## src/rtl/scale_pkg.sv

```systemverilog
// Shared types and constants for the horizontal scaler blocks.
// FSM states, step limits and coefficient ceiling.
package scale_pkg;

   typedef enum logic [1:0] {
      IDLE,
      PRIME,
      RUN
   } state_e;

   localparam logic [15:0] STEP_ONE = 16'h0100;
   localparam logic [15:0] STEP_MIN = 16'h0001;
   localparam logic [7:0]  COFF_MAX = 8'd255;

   // Only unity or upscale ratios are supported.
   function automatic logic [15:0] clamp_step(input logic [15:0] s);
      return (s == 16'h0000) ? STEP_MIN :
             (s > STEP_ONE)  ? STEP_ONE : s;
   endfunction

endpackage

```

## src/rtl/hscale_coef_gen_if.sv

```systemverilog
// Source pixel valid/ready stream into the coefficient generator.
// master = pixel producer, slave = scaler.
interface hscale_coef_gen_if #(
   parameter int PIX_W = 24
);
   logic [PIX_W-1:0] in_pix;
   logic             in_valid;
   logic             in_ready;

   modport master (
      output in_pix,
      output in_valid,
      input  in_ready
   );

   modport slave (
      input  in_pix,
      input  in_valid,
      output in_ready
   );
endinterface

```

## src/rtl/hscale_coef_gen_phase.sv

```systemverilog
// hscale_phase_acc: clamped 8.8 step, phase accumulator and
// integer-advance flag for the next output.
module hscale_phase_acc
   import scale_pkg::*;
#(
   parameter int W_MAX = 12
) (
   input  logic        clk,
   input  logic        rst,
   input  logic        load,
   input  logic [15:0] step_in,
   input  logic        advance,
   output logic [7:0]  frac,
   output logic        adv
);
   localparam int AW = W_MAX + 8;

   logic [AW-1:0] acc_q, acc_d;
   logic [8:0]    step_q, step_d;

   always_comb begin
      acc_d  = acc_q;
      step_d = step_q;
      if (load) begin
         step_d = 9'(clamp_step(step_in));
         acc_d  = '0;
      end else if (advance) begin
         acc_d = acc_q + AW'(step_q);
      end
   end

   always_ff @(posedge clk) begin
      if (rst) begin
         acc_q  <= '0;
         step_q <= '0;
      end else begin
         acc_q  <= acc_d;
         step_q <= step_d;
      end
   end

   // Step never exceeds one pixel, so a fraction carry is the advance.
   assign adv  = ({1'b0, acc_q[7:0]} + step_q) > 9'd255;
   assign frac = acc_q[7:0];

endmodule

```

## src/rtl/hscale_coef_gen.sv

```systemverilog
// Horizontal upscaler: neighbour pixels and linear weights per output.
// Define HSCALE_BYPASS_EN to add the pass-through bypass port.
module hscale_coef_gen
   import scale_pkg::*;
#(
   parameter int W_MAX = 12,
   parameter int PIX_W = 24
) (
   input  logic             sys_clk,
   input  logic             rst,
   input  logic             line_start,
   input  logic [W_MAX-1:0] src_width,
   input  logic [W_MAX-1:0] dst_width,
   input  logic [15:0]      step,
   input  logic [7:0]       v_a_coff,
   input  logic [7:0]       v_b_coff,
`ifdef HSCALE_BYPASS_EN
   input  logic             bypass,
`endif
   hscale_coef_gen_if.slave pix,
   output logic [PIX_W-1:0] a,
   output logic [PIX_W-1:0] b,
   output logic [7:0]       a_coff,
   output logic [7:0]       b_coff,
   output logic [7:0]       a_coff_next,
   output logic [7:0]       b_coff_next,
   output logic             data_en_out,
   output logic             scale_en_out
);
   state_e state_q, state_d;
   logic [W_MAX-1:0] src_q, src_d, dst_q, dst_d;
   logic [W_MAX-1:0] cnt_q, cnt_d, out_q, out_d;
   logic [PIX_W-1:0] p0_q, p0_d, p1_q, p1_d;
   logic [PIX_W-1:0] a_q, a_d, b_q, b_d;
   logic [7:0] ac_q, ac_d, bc_q, bc_d;
   logic [7:0] an_q, an_d, bn_q, bn_d;
   logic sen_q, sen_d, den_q, den_d;
   logic [7:0] frac;
   logic adv, go, need, last, empty, rdy, xfer;
`ifdef HSCALE_BYPASS_EN
   logic byp_q, byp_d;
`endif

   hscale_phase_acc #(.W_MAX(W_MAX)) u_acc (
      .clk    (sys_clk),
      .rst    (rst),
      .load   (line_start),
      .step_in(step),
      .advance(go),
      .frac   (frac),
      .adv    (adv)
   );

   assign last = (out_q == dst_q - W_MAX'(1));
   assign need = adv && (cnt_q < src_q) && !last;
`ifdef HSCALE_BYPASS_EN
   assign empty = (src_width == '0) ||
                  (!bypass && dst_width == '0);
   assign rdy = (state_q == PRIME) ||
                (state_q == RUN &&
                 (byp_q ? (cnt_q < src_q) : need));
`else
   assign empty = (src_width == '0) || (dst_width == '0);
   assign rdy = (state_q == PRIME) ||
                (state_q == RUN && need);
`endif
   assign xfer = pix.in_valid && rdy;
   assign pix.in_ready = rdy;

   always_comb begin
      state_d = state_q;
      src_d = src_q;
      dst_d = dst_q;
      cnt_d = cnt_q;
      out_d = out_q;
      p0_d = p0_q;
      p1_d = p1_q;
      a_d = a_q;
      b_d = b_q;
      ac_d = ac_q;
      bc_d = bc_q;
      an_d = an_q;
      bn_d = bn_q;
      sen_d = 1'b0;
      den_d = 1'b0;
      go = 1'b0;
`ifdef HSCALE_BYPASS_EN
      byp_d = byp_q;
`endif
      unique case (state_q)
         IDLE: state_d = IDLE;
         PRIME: begin
            if (xfer) begin
               cnt_d = cnt_q + W_MAX'(1);
               p1_d = pix.in_pix;
               // First pixel also fills p1 so a 1-pixel line replicates.
               if (cnt_q == '0) begin
                  p0_d = pix.in_pix;
                  if (src_q == W_MAX'(1)) state_d = RUN;
               end else begin
                  state_d = RUN;
               end
            end
         end
         RUN: begin
`ifdef HSCALE_BYPASS_EN
            if (byp_q) begin
               go = xfer;
               if (go) begin
                  a_d = pix.in_pix;
                  b_d = pix.in_pix;
                  ac_d = COFF_MAX;
                  bc_d = '0;
                  cnt_d = cnt_q + W_MAX'(1);
               end
            end else
`endif
            begin
               go = !need || pix.in_valid;
               if (go) begin
                  a_d = p0_q;
                  b_d = p1_q;
                  ac_d = COFF_MAX - frac;
                  bc_d = frac;
                  // Past the right edge p1 stays put: edge replicate.
                  if (adv) p0_d = p1_q;
                  if (need) begin
                     p1_d = pix.in_pix;
                     cnt_d = cnt_q + W_MAX'(1);
                  end
               end
            end
            den_d = den_q || go;
            if (go) begin
               sen_d = 1'b1;
               out_d = out_q + W_MAX'(1);
               if (last) state_d = IDLE;
            end
         end
         default: state_d = IDLE;
      endcase
      if (line_start) begin
         state_d = empty ? IDLE : PRIME;
         src_d = src_width;
         dst_d = dst_width;
         cnt_d = '0;
         out_d = '0;
         an_d = v_a_coff;
         bn_d = v_b_coff;
         sen_d = 1'b0;
         den_d = 1'b0;
`ifdef HSCALE_BYPASS_EN
         byp_d = bypass;
         if (bypass) begin
            dst_d = src_width;
            if (!empty) state_d = RUN;
         end
`endif
      end
   end

   always_ff @(posedge sys_clk) begin
      if (rst) begin
         state_q <= IDLE;
         src_q <= '0;
         dst_q <= '0;
         cnt_q <= '0;
         out_q <= '0;
         p0_q <= '0;
         p1_q <= '0;
         a_q <= '0;
         b_q <= '0;
         ac_q <= '0;
         bc_q <= '0;
         an_q <= '0;
         bn_q <= '0;
         sen_q <= 1'b0;
         den_q <= 1'b0;
`ifdef HSCALE_BYPASS_EN
         byp_q <= 1'b0;
`endif
      end else begin
         state_q <= state_d;
         src_q <= src_d;
         dst_q <= dst_d;
         cnt_q <= cnt_d;
         out_q <= out_d;
         p0_q <= p0_d;
         p1_q <= p1_d;
         a_q <= a_d;
         b_q <= b_d;
         ac_q <= ac_d;
         bc_q <= bc_d;
         an_q <= an_d;
         bn_q <= bn_d;
         sen_q <= sen_d;
         den_q <= den_d;
`ifdef HSCALE_BYPASS_EN
         byp_q <= byp_d;
`endif
      end
   end

   assign a = a_q;
   assign b = b_q;
   assign a_coff = ac_q;
   assign b_coff = bc_q;
   assign a_coff_next = an_q;
   assign b_coff_next = bn_q;
   assign data_en_out = den_q;
   assign scale_en_out = sen_q;

endmodule

```

## src/flat_wrapper.sv

```systemverilog
// flat-port wrapper written by rule: the top's interface ports become plain ports
module hscale_coef_gen_flat import scale_pkg::*;
#(
   parameter int W_MAX = 12,
   parameter int PIX_W = 24
)
  (sys_clk, rst, line_start, src_width, dst_width, step, v_a_coff, v_b_coff, a, b, a_coff, b_coff, a_coff_next, b_coff_next, data_en_out, scale_en_out, pix_in_pix, pix_in_valid, pix_in_ready);
  hscale_coef_gen_if #(.PIX_W(PIX_W)) pix_i ();
  input  logic sys_clk;
  input  logic rst;
  input  logic line_start;
  input  logic [W_MAX-1:0] src_width;
  input  logic [W_MAX-1:0] dst_width;
  input  logic [15:0] step;
  input  logic [7:0] v_a_coff;
  input  logic [7:0] v_b_coff;
  output logic [PIX_W-1:0] a;
  output logic [PIX_W-1:0] b;
  output logic [7:0] a_coff;
  output logic [7:0] b_coff;
  output logic [7:0] a_coff_next;
  output logic [7:0] b_coff_next;
  output logic data_en_out;
  output logic scale_en_out;
  input wire logic [$bits(pix_i.in_pix)-1:0] pix_in_pix;
  input wire logic [$bits(pix_i.in_valid)-1:0] pix_in_valid;
  output wire logic [$bits(pix_i.in_ready)-1:0] pix_in_ready;
  assign pix_i.in_pix = pix_in_pix;
  assign pix_i.in_valid = pix_in_valid;
  assign pix_in_ready = pix_i.in_ready;
  hscale_coef_gen #(.W_MAX(W_MAX), .PIX_W(PIX_W)) u_core (.sys_clk(sys_clk), .rst(rst), .line_start(line_start), .src_width(src_width), .dst_width(dst_width), .step(step), .v_a_coff(v_a_coff), .v_b_coff(v_b_coff), .pix(pix_i), .a(a), .b(b), .a_coff(a_coff), .b_coff(b_coff), .a_coff_next(a_coff_next), .b_coff_next(b_coff_next), .data_en_out(data_en_out), .scale_en_out(scale_en_out));
endmodule
```

## config.mk

```make
export PLATFORM = sky130hd
export DESIGN_NAME = hscale_coef_gen_flat
export DESIGN_NICKNAME = d
export VERILOG_FILES = /design/src/rtl/scale_pkg.sv /design/src/rtl/hscale_coef_gen_if.sv /design/src/rtl/hscale_coef_gen_phase.sv /design/src/rtl/hscale_coef_gen.sv /design/src/flat_wrapper.sv
export SDC_FILE = /design/constraint.sdc
export NUM_CORES = 1
export LEC_CHECK = 0
export CAP_MARGIN = 20
export CELL_PAD_IN_SITES_DETAIL_PLACEMENT = 1
export CELL_PAD_IN_SITES_GLOBAL_PLACEMENT = 1
export CORE_UTILIZATION = 35
export DETAILED_ROUTE_END_ITERATION = 16
export PLACE_DENSITY_LB_ADDON = 0.25
export SLEW_MARGIN = 20
export SYNTH_ARGS = -nofsm -noshare
export SYNTH_HDL_FRONTEND = slang
export SYNTH_SLANG_ARGS = --single-unit
```

## constraint.sdc

```tcl
create_clock -name sys_clk -period 3.61 [get_ports sys_clk]
set_input_delay 0.361 -clock sys_clk [delete_from_list [all_inputs] [get_ports sys_clk]]
set_output_delay 0.361 -clock sys_clk [all_outputs]
set_load 0.1 [all_outputs]
```

After elaboration in Yosys (flattened, before gate mapping)
Index checks and enable logic that the tools add are counted.

word-level totals
  flip-flop bits (word level) = 209
  memories kept = 0
  word-level logic and storage cells = 86
  bits in read-only memories = 0
  memory bits (writable) = 0
  output and inout bits = 83
  input bits = 84
  latch bits = 0

operators by class
  div/mod/pow operators = 0
  reductions and logical operators = 21
  $add $sub $neg = 6
  equal/unequal tests = 13
  multiplexer cells = 25
  bitwise gates (word level) = 1
  multipliers = 0
  shift-type cells = 0
  order comparisons = 3

operators with widths
  kind                     number
  $mux W24                 7
  $pmux W24 S2             2
  $logic_not A12 Y1        3
  $mux W12                 3
  $add A12 B1 Y12 const B  2
  $pmux W12 S2             1
  $add A20 B9 Y20          1
  $mux W9                  2
  $gt A16 B9 Y1 const B    1
  $logic_not A16 Y1        1
  $eq A12 B1 Y1 const B    1
  $eq A12 B12 Y1           1
  $lt A12 B12 Y1           1
  $mux W2                  6
  $sub A12 B1 Y12 const B  1
  $add A8 B9 Y9            1
  $gt A9 B8 Y1 const B     1
  $reduce_and A4 Y1        2
  $sub A8 B8 Y8 const A    1
  $ne A2 B1 Y1 const B     3
  $ne A3 B2 Y1 const B     2
  $reduce_and A5 Y1        1
  $logic_and A1 B1 Y1      4
  $logic_or A1 B1 Y1       4
  13 further kinds         17

Logic depth before layout (Yosys ltp)
  depth after elaboration = 10
  depth in mapped cells = 13
  gate-level depth less buffers = 10

By module
A second synthesis with hierarchy kept.

second synthesis, totals
  cell total of the unflattened synthesis = 1,059
  area, all modules = 8,842.2 µm²

modules (own cells, without submodules)
  module            sequential area each (µm²)  area an instance (µm²)  instances  cells each
  hscale_coef_gen   3,603.5                     7,842.5                 1          946
  hscale_phase_acc  340.3                       999.7                   1          113

Least setup slack after synthesis
No wires, ideal clock.

  kind = reg-to-reg
  start point = reg u_core.dst_q[2]
  end point = reg u_core.out_q[11]
  period minus slack after synthesis = 3.286 ns
  path buffers = 3
  setup time = 0.070 ns
  data required time = 3.540 ns
  path slack = 0.324 ns
  arrival = 3.215 ns
  cell stages (with the launch flop) = 12
  cell sequence = dfxtp_1 > buf_6 > or4_1 > buf_2 > or4_1 > a2111oi_0 > nor4b_2 > and4bb_4 > o21ai_2 > buf_6 > or4_1 > a21oi_1

between the ends
  word-level cells in the longest chain between the ends = 7

RTL lines
  element                      RTL line                text
  from (decl)                  hscale_coef_gen.sv:31   logic [W_MAX-1:0] src_q, src_d, dst_q, dst_d;
  from (signal assigned)       hscale_coef_gen.sv:185  dst_q <= dst_d;
  $sub A12 B1 Y12              hscale_coef_gen.sv:54   assign last = (out_q == dst_q - W_MAX'(1));
  $eq A12 B12 Y1               hscale_coef_gen.sv:54
  $logic_not A1 Y1             hscale_coef_gen.sv:55   assign need = adv && (cnt_q < src_q) && !last;
  $logic_and A1 B1 Y1          hscale_coef_gen.sv:55
  $logic_not A1 Y1             hscale_coef_gen.sv:119  go = !need || pix.in_valid;
  $logic_or A1 B1 Y1           hscale_coef_gen.sv:119
  $reduce_and A2 Y1 (no line)  --
  to (signal assigned)         hscale_coef_gen.sv:187  out_q <= out_d;
  to (decl)                    hscale_coef_gen.sv:32   logic [W_MAX-1:0] cnt_q, cnt_d, out_q, out_d;

No other way between the ends.
A chain may end at the register's enable or synchronous reset.

Final worst setup path
  start point = reg u_core.dst_q[0]
  end point = out pix_in_ready

between the ends
  word-level cells in the longest chain between the ends = 6

RTL lines
  element              RTL line               text
  $sub A12 B1 Y12      hscale_coef_gen.sv:54
  $eq A12 B12 Y1       hscale_coef_gen.sv:54
  $logic_not A1 Y1     hscale_coef_gen.sv:55
  $logic_and A1 B1 Y1  hscale_coef_gen.sv:55
  $logic_and A1 B1 Y1  hscale_coef_gen.sv:65  (state_q == RUN && need);
  $logic_or A1 B1 Y1   hscale_coef_gen.sv:64  assign rdy = (state_q == PRIME) ||
  to (decl)            flat_wrapper.sv:27     output wire logic [$bits(pix_i.in_ready)-1:0] pix_in_ready;

No other way between the ends.

==> results_tabular.tex <==
\begin{tabular}{lr}
\hline
Metric & Value \\
\hline
\multicolumn{2}{l}{\textbf{STA}} \\
F\_max & about 280 MHz \\
RSZ-0062 raised after global routing & true \\
Hold violation count in the final report & 0 \\
Slew at the pin with the worst max-slew slack & about 1.1 ns \\
Total negative slack & 0 ns \\
Final Hold Slack & 0.278 ns \\
Remaining max-slew budget at the tightest pin & 0.282 \\
Final worst path period share & 0.974 \\
Slew Limit Fails & 0 \\
Setup Skew & 0.0167 ns \\
Setup Viol. Count Final & 0 \\
Min Clock Period, post-route & $\sim$3.5 ns \\
\multicolumn{2}{l}{\textbf{Layout}} \\
Fraction of layout cells with a size suffix above 1 & 0.0799 \\
Signed area change from the synthesized netlist to the final layout & 33.7\% \\
Final std cell area, no fill & around 0.012 mm² \\
Nets & between 1000 and 1500 \\
Antenna fix cells & 0 \\
Fill cells & 2837 \\
\multicolumn{2}{l}{\textbf{Power and ir drop}} \\
Leakage power total & $\sim$4.3 nW \\
Fraction of power consumed by combinational cells & 0.145 \\
Sequential fraction of design power & 0.463 \\
Clock share of power & 0.393 \\
Peak supply drop & around 250 µV \\
PwrDens & 427 mW/mm² \\
Pint & 3.60 mW \\
Switching power summed over all nets & approximately 1.4 mW \\
Switching power as a share of total power & 0.278 \\
\multicolumn{2}{l}{\textbf{Yosys}} \\
Commonest register cell after synthesis & sky130\_fd\_sc\_hd\_\_dfxtp\_1 \\
Cell type with the highest aggregate area in the netlist & sky130\_fd\_sc\_hd\_\_dfxtp\_1 \\
Nets in the synthesized netlist & 1123 \\
Distinct cell type count after synthesis & a little under 60 \\
Top post-synthesis cells by area & sky130\_fd\_sc\_hd\_\_dfxtp\_1 45\%, sky130\_fd\_sc\_hd\_\_nand2\_1 7.6\%, sky130\_fd\_sc\_hd\_\_mux2i\_1 7.6\% \\
Synth warnings & 0 \\
Synthesized netlist cell count & 1013 \\
Share of async-settable or async-resettable flops after synthesis & 0 \\
Fraction of synthesized cell area taken by the top area cell type & 0.453 \\
Average cell area after synthesis & around 8.6 µm² \\
Most repeated cell in the gate-level netlist after synthesis & sky130\_fd\_sc\_hd\_\_dfxtp\_1 \\
Post-synthesis register bit count & roughly 200 \\
Cell types with the highest counts after synthesis & 197 x sky130\_fd\_sc\_hd\_\_dfxtp\_1, 177 x sky130\_fd\_sc\_hd\_\_nand2\_1, 102 x sky130\_fd\_sc\_hd\_\_a21oi\_1 \\
Sequential element share of the synthesized area & 0.453 \\
Number of synthesized flops with an enable pin & 0 \\
Post-synth design cell area & $\sim$0.0087 mm² \\
\multicolumn{2}{l}{\textbf{Floorplan}} \\
Die area & 0.0255 mm² \\
Chip Width & approximately 160 µm \\
Core region area & roughly 0.024 mm² \\
Cell Rows & between 50 and 60 \\
DIE HEIGHT & between 150 and 200 µm \\
I/O pins & roughly 170 \\
Initial core utilization & 0.357 \\
\multicolumn{2}{l}{\textbf{Clock tree}} \\
Max clock buf depth & 2 \\
Number of buffers added by the clock tree synthesis step & 17 \\
Root buf cell & sky130\_fd\_sc\_hd\_\_clkbuf\_16 \\
Total number of H-tree levels & 4 \\
Clock network latency to the later pin of the worst-skew pair & around 0.44 ns \\
Hold-fix buffers at CTS & 0 \\
Clock Pin Slew Worst Setup and Hold Paths & roughly 0.08 ns \\
Clock net sink count & between 150 and 200 \\
TritonCTS clock tree & yes \\
\multicolumn{2}{l}{\textbf{Worst setup path}} \\
Startpoint of the most critical register-to-register path & u\_core.dst\_q[0]\$\_SDFFE\_PP0P\_ \\
Worst R2R Setup Slack & approximately 0.11 ns \\
Crit path capture type & primary output \\
Crit Path Category & register to primary output \\
CP Launch Type & register \\
Required time of the critical path & 3.25 ns \\
Data arrival time of the worst path & 3.16 ns \\
Critical path fanouts, max & 2 \\
FF-to-FF End & u\_core.a[3]\$\_SDFFE\_PP0P\_ \\
Worst Reg2Reg Path Length in Cells & 14 \\
\multicolumn{2}{l}{\textbf{Hold path}} \\
Origin of the worst min-delay path & line\_start \\
Capture endpoint of the worst hold path & u\_core.u\_acc.step\_q[8]\$\_SDFFE\_PP0P\_ \\
Count of cells along the worst hold path & 2 \\
Class of the tightest hold or removal check & input pin to register \\
\multicolumn{2}{l}{\textbf{Global routing}} \\
GRT Overall Usage & 0.214 \\
Leftover overflow at the end of global routing & 0 \\
Largest net degree at the start of global routing & about 70 \\
Number of global-route vias before repair & a little over 8000 \\
First-pass GRT wire length & around 44000 µm \\
Initial antenna violation count & 0 \\
\multicolumn{2}{l}{\textbf{Route}} \\
Via count & roughly 8000 \\
Vias per cell & approximately 5.3 \\
Routed WL per cell & about 18 µm \\
Detailed-routing iteration count for the pre-antenna-repair pass & 5 \\
DRC violations left & 0 \\
Routed WL & 27700 µm \\
Detailed Route Iter0 Violations & between 300 and 400 \\
Final ANT Viol Nets & 0 \\
\multicolumn{2}{l}{\textbf{Placed design}} \\
Port buffer count & 166 \\
Placed instance area & $\sim$0.011 mm² \\
Final RePlAce weighted congestion & $\sim$0.77 \\
Detailed placer's ending HPWL & approximately 17000 µm \\
\multicolumn{2}{l}{\textbf{Run}} \\
Number of max-cap violations & 0 \\
\multicolumn{2}{l}{\textbf{Status}} \\
Run status & complete, no violations \\
\hline
\end{tabular}
==> per-layer routing <==
layer / track usage / routed length, µm
met5: 0 / 0
met4: 0.0411 / 257
met2: 0.380 / 13700
met1: 0.266 / 12500
met3: 0.0470 / 1250
==> cell usage in the layout (no fill, tap or decap), types with 10 or more instances in the layout <==
cell type                         instances
sky130_fd_sc_hd__nand3_1                 38
sky130_fd_sc_hd__nand2b_1                10
sky130_fd_sc_hd__mux2i_1                 66
sky130_fd_sc_hd__nor2_1                  83
sky130_fd_sc_hd__a22oi_1                 24
sky130_fd_sc_hd__o221ai_1                24
sky130_fd_sc_hd__nand2_1                177
sky130_fd_sc_hd__buf_4                   26
sky130_fd_sc_hd__dfxtp_1                195
sky130_fd_sc_hd__o31ai_1                 11
sky130_fd_sc_hd__o21ai_0                 12
sky130_fd_sc_hd__nor4_1                  15
sky130_fd_sc_hd__inv_1                   26
sky130_fd_sc_hd__xnor2_1                 16
sky130_fd_sc_hd__ha_1                    25
sky130_fd_sc_hd__a21oi_1                101
sky130_fd_sc_hd__clkdlybuf4s50_1        163
sky130_fd_sc_hd__clkbuf_16               19
==> state kept, by name, indices dropped and copies added, names as in the netlist <==
name and cells:
u_core.a_coff_next 8, u_core.b 24, u_core.p0_q 24, u_core.dst_q 12
u_core.out_q 12, u_core.scale_en_out 1, u_core.p1_q 24, u_core.b_coff 8
u_core.u_acc.acc_q 8, u_core.u_acc.step_q 9, u_core.cnt_q 12, u_core.state_q 2
u_core.b_coff_next 8, u_core.a 24, u_core.src_q 12, u_core.a_coff 8
u_core.data_en_out 1
==> power groups by stage <==
stage                     clock network [mW]  registers (mW)  logic (mW)
final                                   1.96            2.30       0.720
after global routing                    2.09            2.31       0.769
after CTS                               1.99            2.30       0.705
after detailed placement                   0            2.35       0.675
after global placement                     0            2.35       0.663
after floorplan                            0            2.46       0.311
==> critical path, cell delays in order, from the launching register on <==
cell and delay (ns):
sky130_fd_sc_hd__dfxtp_1 0.32, sky130_fd_sc_hd__or4_4 0.54, sky130_fd_sc_hd__or4_4 0.54, sky130_fd_sc_hd__a2111oi_4 0.29
sky130_fd_sc_hd__nor4b_4 0.28, sky130_fd_sc_hd__and4bb_4 0.28, sky130_fd_sc_hd__nor2_1 0.06, sky130_fd_sc_hd__a21o_1 0.24
sky130_fd_sc_hd__buf_12 0.17
==> stage by stage <==
stage                     setup slack, ns   util  power (mW)  std cells
after detailed placement           0.0384  0.441        3.03       1456
after global routing              -0.0187  0.478        5.17       1500
after floorplan                     0.324      -        2.77       1013
after global placement              0.129  0.441        3.01       1456
after CTS                          0.0305  0.474        5.00       1496
final                              0.0922  0.478        4.98       1500
==> how the worst max path moves through the flow <==
stage | startpoint | to | slack [ns] | cells past startpoint
after global routing | u_core.dst_q[0]$_SDFFE_PP0P_ | u_core.b_coff[7]$_SDFFE_PP0P_ | -0.02 | 14
after global placement | u_core.cnt_q[1]$_SDFFE_PP0P_ | u_core.p0_q[0]$_SDFFE_PP0P_ | 0.13 | 8
after CTS | u_core.cnt_q[1]$_SDFFE_PP0P_ | u_core.p0_q[18]$_SDFFE_PP0P_ | 0.03 | 8
final | u_core.dst_q[0]$_SDFFE_PP0P_ | pix_in_ready | 0.09 | 8
after detailed placement | u_core.cnt_q[1]$_SDFFE_PP0P_ | u_core.p0_q[18]$_SDFFE_PP0P_ | 0.04 | 8
after floorplan | u_core.dst_q[2]$_SDFFE_PP0P_ | pix_in_ready | 0.32 | 9
==> layout make-up <==
| type | count | area [µm²] | share of cell area |
|---|---|---|---|
| clock buffer | 20 | 447 | 0.0383 |
| clock inverter | 12 | 146 | 0.0126 |
| inverter | 26 | 97.6 | 0.00838 |
| multi-input combinational | 719 | 4510 | 0.387 |
| sequential | 197 | 3950 | 0.339 |
| tap | 324 | 405 | 0.0348 |
| timing repair buffer | 202 | 2100 | 0.180 |
==> cells by family after synthesis <==
group,Yosys count,share of synthesized area
simple gates,384,0.201
compound gates,219,0.162
flops,197,0.453
buf+inv,97,0.0462
mux,66,0.0758
fa+ha+maj,26,0.0382
xor+xnor,24,0.0241
==> what timing repair did <==
action | 4_1_cts | 5_1_grt
buffers inserted | 6 | 1
pin swaps | 5 | 2
gates cloned | 3 | 2
endpoints found under the setup margin | 1 | 79
gates resized for setup | 15 | 5
No activity file was read; power rests on OpenSTA's default activity.
